`config.mk`:
```
export PLATFORM = sky130hd
export DESIGN_NAME = demux1to4_buf
export DESIGN_NICKNAME = d
export VERILOG_FILES = /design/src/rtl/demux1to4_buf.sv
export SDC_FILE = /design/constraint.sdc
export NUM_CORES = 1
export LEC_CHECK = 0
export CORE_AREA = 4 4 69 71
export CTS_CLUSTER_SIZE = 25
export DETAILED_ROUTE_END_ITERATION = 10
export DIE_AREA = 0 0 73 75
export PLACE_DENSITY = 0.69
export SYNTH_ARGS = -nofsm -noshare
export SYNTH_HDL_FRONTEND = slang
export SYNTH_SLANG_ARGS = --single-unit
```
`constraint.sdc`:
```
create_clock -name clk -period 4.3 [get_ports clk]
set_clock_uncertainty 0.15 [all_clocks]
set_input_delay 0.86 -clock clk [delete_from_list [all_inputs] [get_ports clk]]
set_output_delay 0.86 -clock clk [all_outputs]
set_load 0.02 [all_outputs]
```
`src/rtl/demux1to4_buf.sv`:
```
// Registered 1:4 demultiplexer: routes w into one of four per-channel FIFOs with valid/ready handshakes.
// Optional build macro DEMUX_ROUND_ROBIN_EN replaces s with an internal round-robin channel pointer.
module demux1to4_buf #(
  parameter int WIDTH = 3,
  parameter int DEPTH = 2
) (
  input  logic             clk,
  input  logic             rst_n,
  input  logic [WIDTH-1:0] w,
  input  logic [1:0]       s,
  input  logic             in_valid,
  output logic             in_ready,
  output logic [WIDTH-1:0] f0,
  output logic [WIDTH-1:0] f1,
  output logic [WIDTH-1:0] f2,
  output logic [WIDTH-1:0] f3,
  output logic             v0,
  output logic             v1,
  output logic             v2,
  output logic             v3,
  input  logic             r0,
  input  logic             r1,
  input  logic             r2,
  input  logic             r3
);

  localparam int AW = (DEPTH > 1) ? $clog2(DEPTH) : 1;
  localparam int CW = AW + 1;
  localparam logic [CW-1:0] FULL_CNT = CW'(DEPTH);

  // Handshake: input moves when in_valid && in_ready at a rising edge; channel n
  // pops when vn && rn at a rising edge. in_ready never looks at r0..r3.
  logic [1:0]            sel;
  logic                  accept;
  logic [3:0]            r_vec;
  logic [3:0]            push;
  logic [3:0]            pop;
  logic [3:0]            full_vec;
  logic [3:0]            empty_vec;
  logic [3:0][WIDTH-1:0] head;

  assign r_vec = {r3, r2, r1, r0};

`ifdef DEMUX_ROUND_ROBIN_EN
  logic [1:0] rr;
  logic       unused_s;

  assign unused_s = ^s;

  always_ff @(posedge clk or negedge rst_n) begin
    if (!rst_n) begin
      rr <= 2'd0;
    end else if (accept) begin
      rr <= rr + 2'd1;
    end
  end

  assign sel = rr;
`else
  assign sel = s;
`endif

  assign in_ready = !full_vec[sel];
  assign accept   = in_valid && in_ready;

  for (genvar i = 0; i < 4; i++) begin : g_ch
    logic [WIDTH-1:0] mem [DEPTH];
    logic [AW-1:0]    wr_ptr;
    logic [AW-1:0]    rd_ptr;
    logic [CW-1:0]    count;

    assign full_vec[i]  = (count == FULL_CNT);
    assign empty_vec[i] = (count == '0);
    assign push[i]      = accept && (sel == 2'(i));
    assign pop[i]       = r_vec[i] && !empty_vec[i];

    always_ff @(posedge clk or negedge rst_n) begin
      if (!rst_n) begin
        wr_ptr <= '0;
        rd_ptr <= '0;
        count  <= '0;
      end else begin
        if (push[i]) wr_ptr <= wr_ptr + 1'b1;
        if (pop[i])  rd_ptr <= rd_ptr + 1'b1;
        case ({push[i], pop[i]})
          2'b10:   count <= count + 1'b1;
          2'b01:   count <= count - 1'b1;
          default: count <= count;
        endcase
      end
    end

    // Storage needs no reset: the head is masked to 0 whenever the channel is empty.
    always_ff @(posedge clk) begin
      if (push[i]) mem[wr_ptr] <= w;
    end

    assign head[i] = empty_vec[i] ? '0 : mem[rd_ptr];
  end

  assign f0 = head[0];
  assign f1 = head[1];
  assign f2 = head[2];
  assign f3 = head[3];
  assign v0 = !empty_vec[0];
  assign v1 = !empty_vec[1];
  assign v2 = !empty_vec[2];
  assign v3 = !empty_vec[3];

endmodule

```
# Word-level counts from Yosys, hierarchy flattened
# Memories as Yosys holds them, arrays and structs flattened.
# Cells that the tools add are included.
[totals] reg_bits=16 mem_bits_rw=24 in_bits=12 out_inout_bits=17 word_cells=89 mem_count=4
[memory_table] name="g_ch[0].mem" words=2 width=3 read_ports=1 rd_ports_with_merged_regs=0 write_ports=1 line_no="67" text="logic [WIDTH-1:0] mem [DEPTH];"
[memory_table] name="g_ch[1].mem" words=2 width=3 read_ports=1 rd_ports_with_merged_regs=0 write_ports=1 line_no="67"
[memory_table] name="g_ch[2].mem" words=2 width=3 read_ports=1 rd_ports_with_merged_regs=0 write_ports=1 line_no="67"
[memory_table] name="g_ch[3].mem" words=2 width=3 read_ports=1 rd_ports_with_merged_regs=0 write_ports=1 line_no="67"
[classes] n_addsub=16 order_cmp=1 eq_ne=15 muxes=18 n_reduce_logical=23
[ops] cell="== test 2 bit, second input constant" count=10
[ops] cell="case mux 2 bit (2 select lines)" count=4
[ops] cell="two-way mux 3 bit" count=4
[ops] cell="== test 2 x 1 -> 1 bit, second input constant" count=5
[ops] cell="zero test 2 bit" count=5
[ops] cell="logical AND 1 bit" count=9
[ops] cell="two-way mux 1 bit" count=9
[ops] cell="adder 1 bit, second input constant" count=8
[ops] cell="adder 2 x 1 -> 2 bit, second input constant" count=4
[ops] cell="nonzero test 2 bit" count=4
[ops] cell="subtractor 2 x 1 -> 2 bit, second input constant" count=4
[ops] cell="zero test 1 bit" count=5
[ops] cell="< comparator 2 x 3 -> 1 bit, second input constant" count=1
[ops] cell="binary-select mux 1 bit (select 2 bit)" count=1

# Longest topological paths before layout
# Gate-level depths: netlist of the first run.
[depth] ltp_word=8 depth_mapped=6 depth_no_buf=6

# Worst setup path before layout of the first run
# No wires, ideal clock.
[synth_path] path_type="input to output" startpoint="input port s[1]" endpoint="output port in_ready" arrival_ps=1406 t_required_ps=3290 setup_slack_ps=1884 cell_stages=1 n_path_buf=0 cell_sequence="mux4_2"
[synth_via] elab_chain_len=3
[synth_rtl] element="start, declared" line_no="10" text="input logic [1:0] s,"
[synth_rtl] element="binary-select mux 1 bit (select 2 bit)" line_no="63" text="assign in_ready = !full_vec[sel];"
[synth_rtl] element="two-way mux 1 bit (not written as such)" line_no="63"
[synth_rtl] element="zero test 1 bit" line_no="63"
[synth_rtl] element="end, declared" line_no="12" text="output logic in_ready,"
# Every way passes these cells. The select of a mux whose other input is x is not followed.

# Final worst setup path of the first run
# Ends and elaborated chain as after synthesis.

==> flow_summary.json, run 1 <==
{
  "syn2layout_area_growth_pct": 24.51,
  "track_usage_pct": 12.46,
  "cts_max_level": 2,
  "fin_setup_tns_ns": 0,
  "post_cts_buffers": 0,
  "dr.first_iter.drc_count": 9,
  "min_path_type": "reg -> reg",
  "max_stage_delay_ns": 0.62,
  "yosysMostFrequentCell": "nor2_1",
  "start_util_pct": 42.20,
  "grt_max_degree": 17,
  "period_needed_ns": 3.595,
  "critical_path.cell_chain": "clkdlybuf4s50_1 > mux4_2 > clkdlybuf4s50_1",
  "yosysSeqAreaShare_pct": 62.75,
  "cp.required_ns": 3.29,
  "final_nets": 176,
  "die_x_um": 73,
  "critPathLaunchType": "input pin",
  "finalMaxSlewViolations": 0,
  "num_rows": 24,
  "grt.overflow.total": 0,
  "fin_crit_sh_pct": 83.61,
  "core_area_sq_mm": 0.004234,
  "cts_tree": "yes",
  "power_density_mw_per_mm2": 696.9,
  "avgSynthCellArea_sq_um": 13.85,
  "syn-cell-area_sq_mm": 0.001787,
  "synth-edff-count": 24,
  "totalWireLength_um": 3012,
  "cp_max_fo": 5,
  "fmaxAchievable_mhz": 278.2,
  "finalHoldViolCount": 0,
  "end_kind": "primary output",
  "arrival_ns": 2.59,
  "synthTopCellsByArea": "edfxtp_1 40%, dfrtp_1 22%, mux2i_1 6.7%, xnor2_1 5.9%, nor2_1 5.7%",
  "syn-instance-count": 129,
  "antenna_found_initial": 0,
  "dp_hpwl_um": 2308,
  "postSynth.asyncResetShare_pct": 40.00,
  "fp.dieH_um": 75,
  "cts_buffer_depth": 2,
  "clockRootBuffer": "clkbuf_8",
  "path_clk_slew_ns": 0.07,
  "finalPower_mw": 1.550,
  "slew-limit-headroom_pct": 49.28,
  "irDropWorstVdd_mv": 0.3502,
  "drtPass1Iterations": 3,
  "setup.worst_path.class": "in -> out",
  "gp_congestion": 0.7191,
  "cts_resized": 0,
  "synth_seq_cells": 40,
  "yosysUniqueCellTypes": 17,
  "cts_hold_buf": 0,
  "hold-worst-slack_ns": 0.3487,
  "drive_above_1_share_pct": 12.42,
  "outcome": "finished clean",
  "yosys_warnings": 0,
  "yosysTopAreaCell": "edfxtp_1",
  "setup_viol_count_final": 0,
  "drc": 0,
  "syn_nets": 145,
  "wl_per_cell_um": 14.14,
  "synth_top_cell_area_share_pct": 40.34,
  "port_buffers": 28,
  "grt_pass1_vias": 1066,
  "ant_nets": 0,
  "cap_violations": 0,
  "crit_slowest_cell": "clkdlybuf4s50_1",
  "crit_top_cell": "clkdlybuf4s50_1",
  "synth_ff_type": "edfxtp_1",
  "dieArea_sq_mm": 0.005475,
  "grt_pass1_wl_um": 4905,
  "synthTopCellsByCount": "27 x nor2_1, 24 x edfxtp_1, 16 x dfrtp_1",
  "clock_sinks": 40,
  "rsz0062_at_grt": "false",
  "num_vias": 993,
  "ioPinCount": 29,
  "cts_buffers": 5,
  "via_per_inst": 4.662,
  "clkLatencyLatePin_ns": 0.28,
  "p_leak_nw": 0.8929,
  "diodes": 0,
  "worstMarginPinSlew_ns": 0.7585
}
[stage by stage]
stage | cell area (sq um) | setup WS (ns) | instances | utilization, %
final | 2225 | 0.7049 | 213 | 52.54
after global routing | 2225 | 0.6759 | 213 | 52.54
after CTS | 2225 | 0.6956 | 213 | 52.54
after detailed placement | 2117 | 0.6953 | 205 | 50.00
after global placement | 2117 | 0.7228 | 205 | 50.00
after floorplan | 1787 | 1.884 | 129 | -
[critical path, delay by kind of cell]
family                 cells  cell delay [ns]
muxes                      1             0.55
buffers and inverters      2             1.17
[placed cells by master (no fill, tap or decap)]
| master | instances |
|---|---|
| clkbuf_1 | 1 |
| edfxtp_1 | 24 |
| nand4_2 | 1 |
| nor2_1 | 27 |
| inv_1 | 7 |
| nand2_1 | 1 |
| and3_1 | 1 |
| clkinv_2 | 1 |
| xor2_1 | 8 |
| nand2b_4 | 4 |
| mux4_2 | 1 |
| clkdlybuf4s50_1 | 28 |
| xnor2_1 | 12 |
| bufinv_16 | 1 |
| nand4b_2 | 2 |
| dfrtp_1 | 16 |
| nor2b_2 | 4 |
| clkbuf_8 | 5 |
| nor3b_2 | 1 |
| ha_1 | 4 |
| mux2i_1 | 12 |
[final timing paths]
kind,start,to,slack [ns],cells after the start
min reg2reg,g_ch[2].wr_ptr,g_ch[2].wr_ptr,0.35,1
max reg2reg,g_ch[2].count[0],g_ch[2].count[1],2.53,5
max in group asynchronous,rst_n,g_ch[3].rd_ptr,2.65,1
max,s[1],in_ready,0.70,3
min in group asynchronous,rst_n,g_ch[1].rd_ptr,0.87,1
min,g_ch[2].wr_ptr,g_ch[2].wr_ptr,0.35,1
[sequential cells by signal, indices dropped and copies added (netlist names)]
| name | flops |
|---|---|
| g_ch.mem | 24 |
| g_ch.wr_ptr | 4 |
| g_ch.rd_ptr | 4 |
| g_ch.count | 8 |
[area by class of cell]
cell class | instances | area, sq um
flip-flops and latches | 40 | 1121
multi-input cells | 78 | 624.3
clock buffers | 6 | 72.57
repair buffers | 28 | 280.3
clock inverters | 2 | 35.03
fillers | 360 | 2009
well taps | 52 | 65.06
inverters | 7 | 26.28
[power breakdown]
group          switching, mW  internal (mW)
Combinational          0.304          0.335
Sequential             0.114          0.507
Clock                  0.119          0.172
Total                  0.536           1.01
[logic make-up (layout without fill, tap and decap cells)]
kind of cell / Yosys count / count (layout) / share of synthesized area (%)
AND/OR/NAND/NOR: 41 / 41 / 14.36
flip-flops: 40 / 40 / 62.74
XOR/XNOR: 20 / 20 / 9.804
adder cells (fa/ha/maj): 4 / 4 / 2.801
multiplexers: 13 / 13 / 7.983
buffers and inverters: 11 / 43 / 2.311
[routing by layer]
layer	share of wire [%]	routed length (um)	GRT usage [%]
met1	39	1168	12.74
met2	53	1587	22.44
met3	6.8	205	4.940
met4	1.7	51	5.533
met5	0	0	0
Note: power is estimated with default switching activity, not from simulation.
==> run 2, diff against run 1 <==
Settings changed: PLACE_DENSITY 0.69 to 0.72.
Clock period 4.3 ns to 3.15 ns, I/O delays scaled along.
==> run 2 against run 1 <==
  * Clock-buffer cell count increased by 2
  * Hold slack lost 0.0080 ns
  * Design area stayed put
  * Via count rose by 0.60%
  * Highest routed layer unchanged
==> flow_summary.json, run 2 (synthesis gave the netlist of run 1 again) <==
{
  "top_regs": "g_ch.mem (24), g_ch.count (8)",
  "fp.dieH_um": 75,
  "dp_hpwl_um": 2303,
  "cap_violations": 0,
  "fin_crit_sh_pct": 93.93,
  "fmaxAchievable_mhz": 338.0,
  "clock_sinks": 40,
  "p_leak_nw": 0.8940,
  "diodes": 0,
  "finalMaxSlewViolations": 0,
  "cts_buffers": 5,
  "post_cts_buffers": 0,
  "totalWireLength_um": 3029,
  "wl_per_cell_um": 14.15,
  "num_rows": 24,
  "multi_input_area_sq_um": 624.3,
  "seq_area_sq_mm": 0.001121,
  "port_buffers": 28,
  "rsz0062_at_grt": "false",
  "drive_above_1_share_pct": 12.96,
  "ant_nets": 0,
  "fillers": 354,
  "place_ws_ns": 0.1812,
  "cts_buffer_depth": 2,
  "syn2layout_area_growth_pct": 24.51,
  "path_clk_slew_ns": 0.07,
  "outcome": "finished clean",
  "stdcell_area_sq_mm": 0.002225,
  "setup_ws_ns": 0.1912,
  "irDropWorstVdd_mv": 0.3864,
  "final_common_cell": "clkdlybuf4s50_1",
  "top_register": "g_ch.mem",
  "place_area_sq_mm": 0.002125,
  "cp_max_fo": 2,
  "grt.overflow.total": 0,
  "setup.worst_path.class": "in -> out",
  "fin_setup_tns_ns": 0,
  "grt_pass1_vias": 1091,
  "start_util_pct": 42.20,
  "setup_viol_count_final": 0,
  "die_x_um": 73,
  "cp.required_ns": 2.37,
  "final_core_util_pct": 52.54,
  "cts_tree": "yes",
  "antenna_found_initial": 0,
  "drc": 0,
  "critPathLaunchType": "input pin",
  "cts_hold_buf": 0,
  "clockRootBuffer": "clkbuf_8",
  "end_kind": "primary output",
  "gp_congestion": 0.7457,
  "largest_reg_flops": 24,
  "min_path_type": "reg -> reg",
  "dieArea_sq_mm": 0.005475,
  "arrival_ns": 2.18,
  "cts_max_level": 2,
  "grt_max_degree": 17,
  "power_density_mw_per_mm2": 933.9,
  "period_needed_ns": 2.959,
  "mostFrequentLayoutCells": "28 x clkdlybuf4s50_1, 27 x nor2_1, 24 x edfxtp_1",
  "worstMarginPinSlew_ns": 0.7823,
  "ioPinCount": 29,
  "via_per_inst": 4.668,
  "finalPower_mw": 2.078,
  "grt_pass1_wl_um": 4961,
  "dr.first_iter.drc_count": 35,
  "drtPass1Iterations": 2,
  "cts_resized": 0,
  "track_usage_pct": 12.30,
  "slew-limit-headroom_pct": 47.68,
  "final_nets": 177,
  "finalHoldViolCount": 0,
  "core_area_sq_mm": 0.004234,
  "clkLatencyLatePin_ns": 0.28,
  "num_vias": 999
}
run 2: cell types whose count changed in the layout (fill, tap and decap cells not counted):
cell,previous run,this run
bufinv_16,1,0
buf_4,0,1
clkbuf_8,5,7
clkinv_2,1,0
run 2: stage by stage:
stage	hold slack [ns]	instances
after floorplan	0.1844	129
after global placement	0.3324	206
after detailed placement	0.3294	206
after CTS	0.3448	214
after global routing	0.3640	214
final	0.3407	214
run 2: critical path, stage by stage:
cell	delay, ns
clkdlybuf4s50_1	0.50
mux4_2	0.50
clkdlybuf4s50_1	0.55
run 2: worst paths after layout:
path,to,slack [ns],cells past startpoint,from
max,in_ready,0.19,3,s[1]
min,g_ch[0].wr_ptr,0.34,1,g_ch[0].wr_ptr
max reg2reg,g_ch[1].count[1],1.44,5,g_ch[1].count[1]
min reg2reg,g_ch[0].wr_ptr,0.34,1,g_ch[0].wr_ptr
max in group asynchronous,g_ch[2].rd_ptr,1.71,1,rst_n
min in group asynchronous,g_ch[0].count[0],0.65,1,rst_n
run 2: power by group:
part / internal, mW / leakage [nW] / switching [mW]
Sequential: 0.692 / 0.405 / 0.154
Clock: 0.200 / 0.0515 / 0.164
Combinational: 0.458 / 0.438 / 0.409
run 2: area by class of cell:
cell class                 count  share of cell area [%]
multi-input combinational     78                   28.07
clock buffer                   8                   4.499
sequential                    40                   50.39
timing repair buffer          29                   12.94
tap                           52                   2.925
inverter                       7                   1.181
run 2: metal layers:
layer,up-vias,GRT usage (%),part of all wire (%)
li1,491,-,-
met5,-,0,0
met3,3,4.539,5.4
met4,0,3.074,0.56
met1,483,13.87,43
met2,22,22.05,51
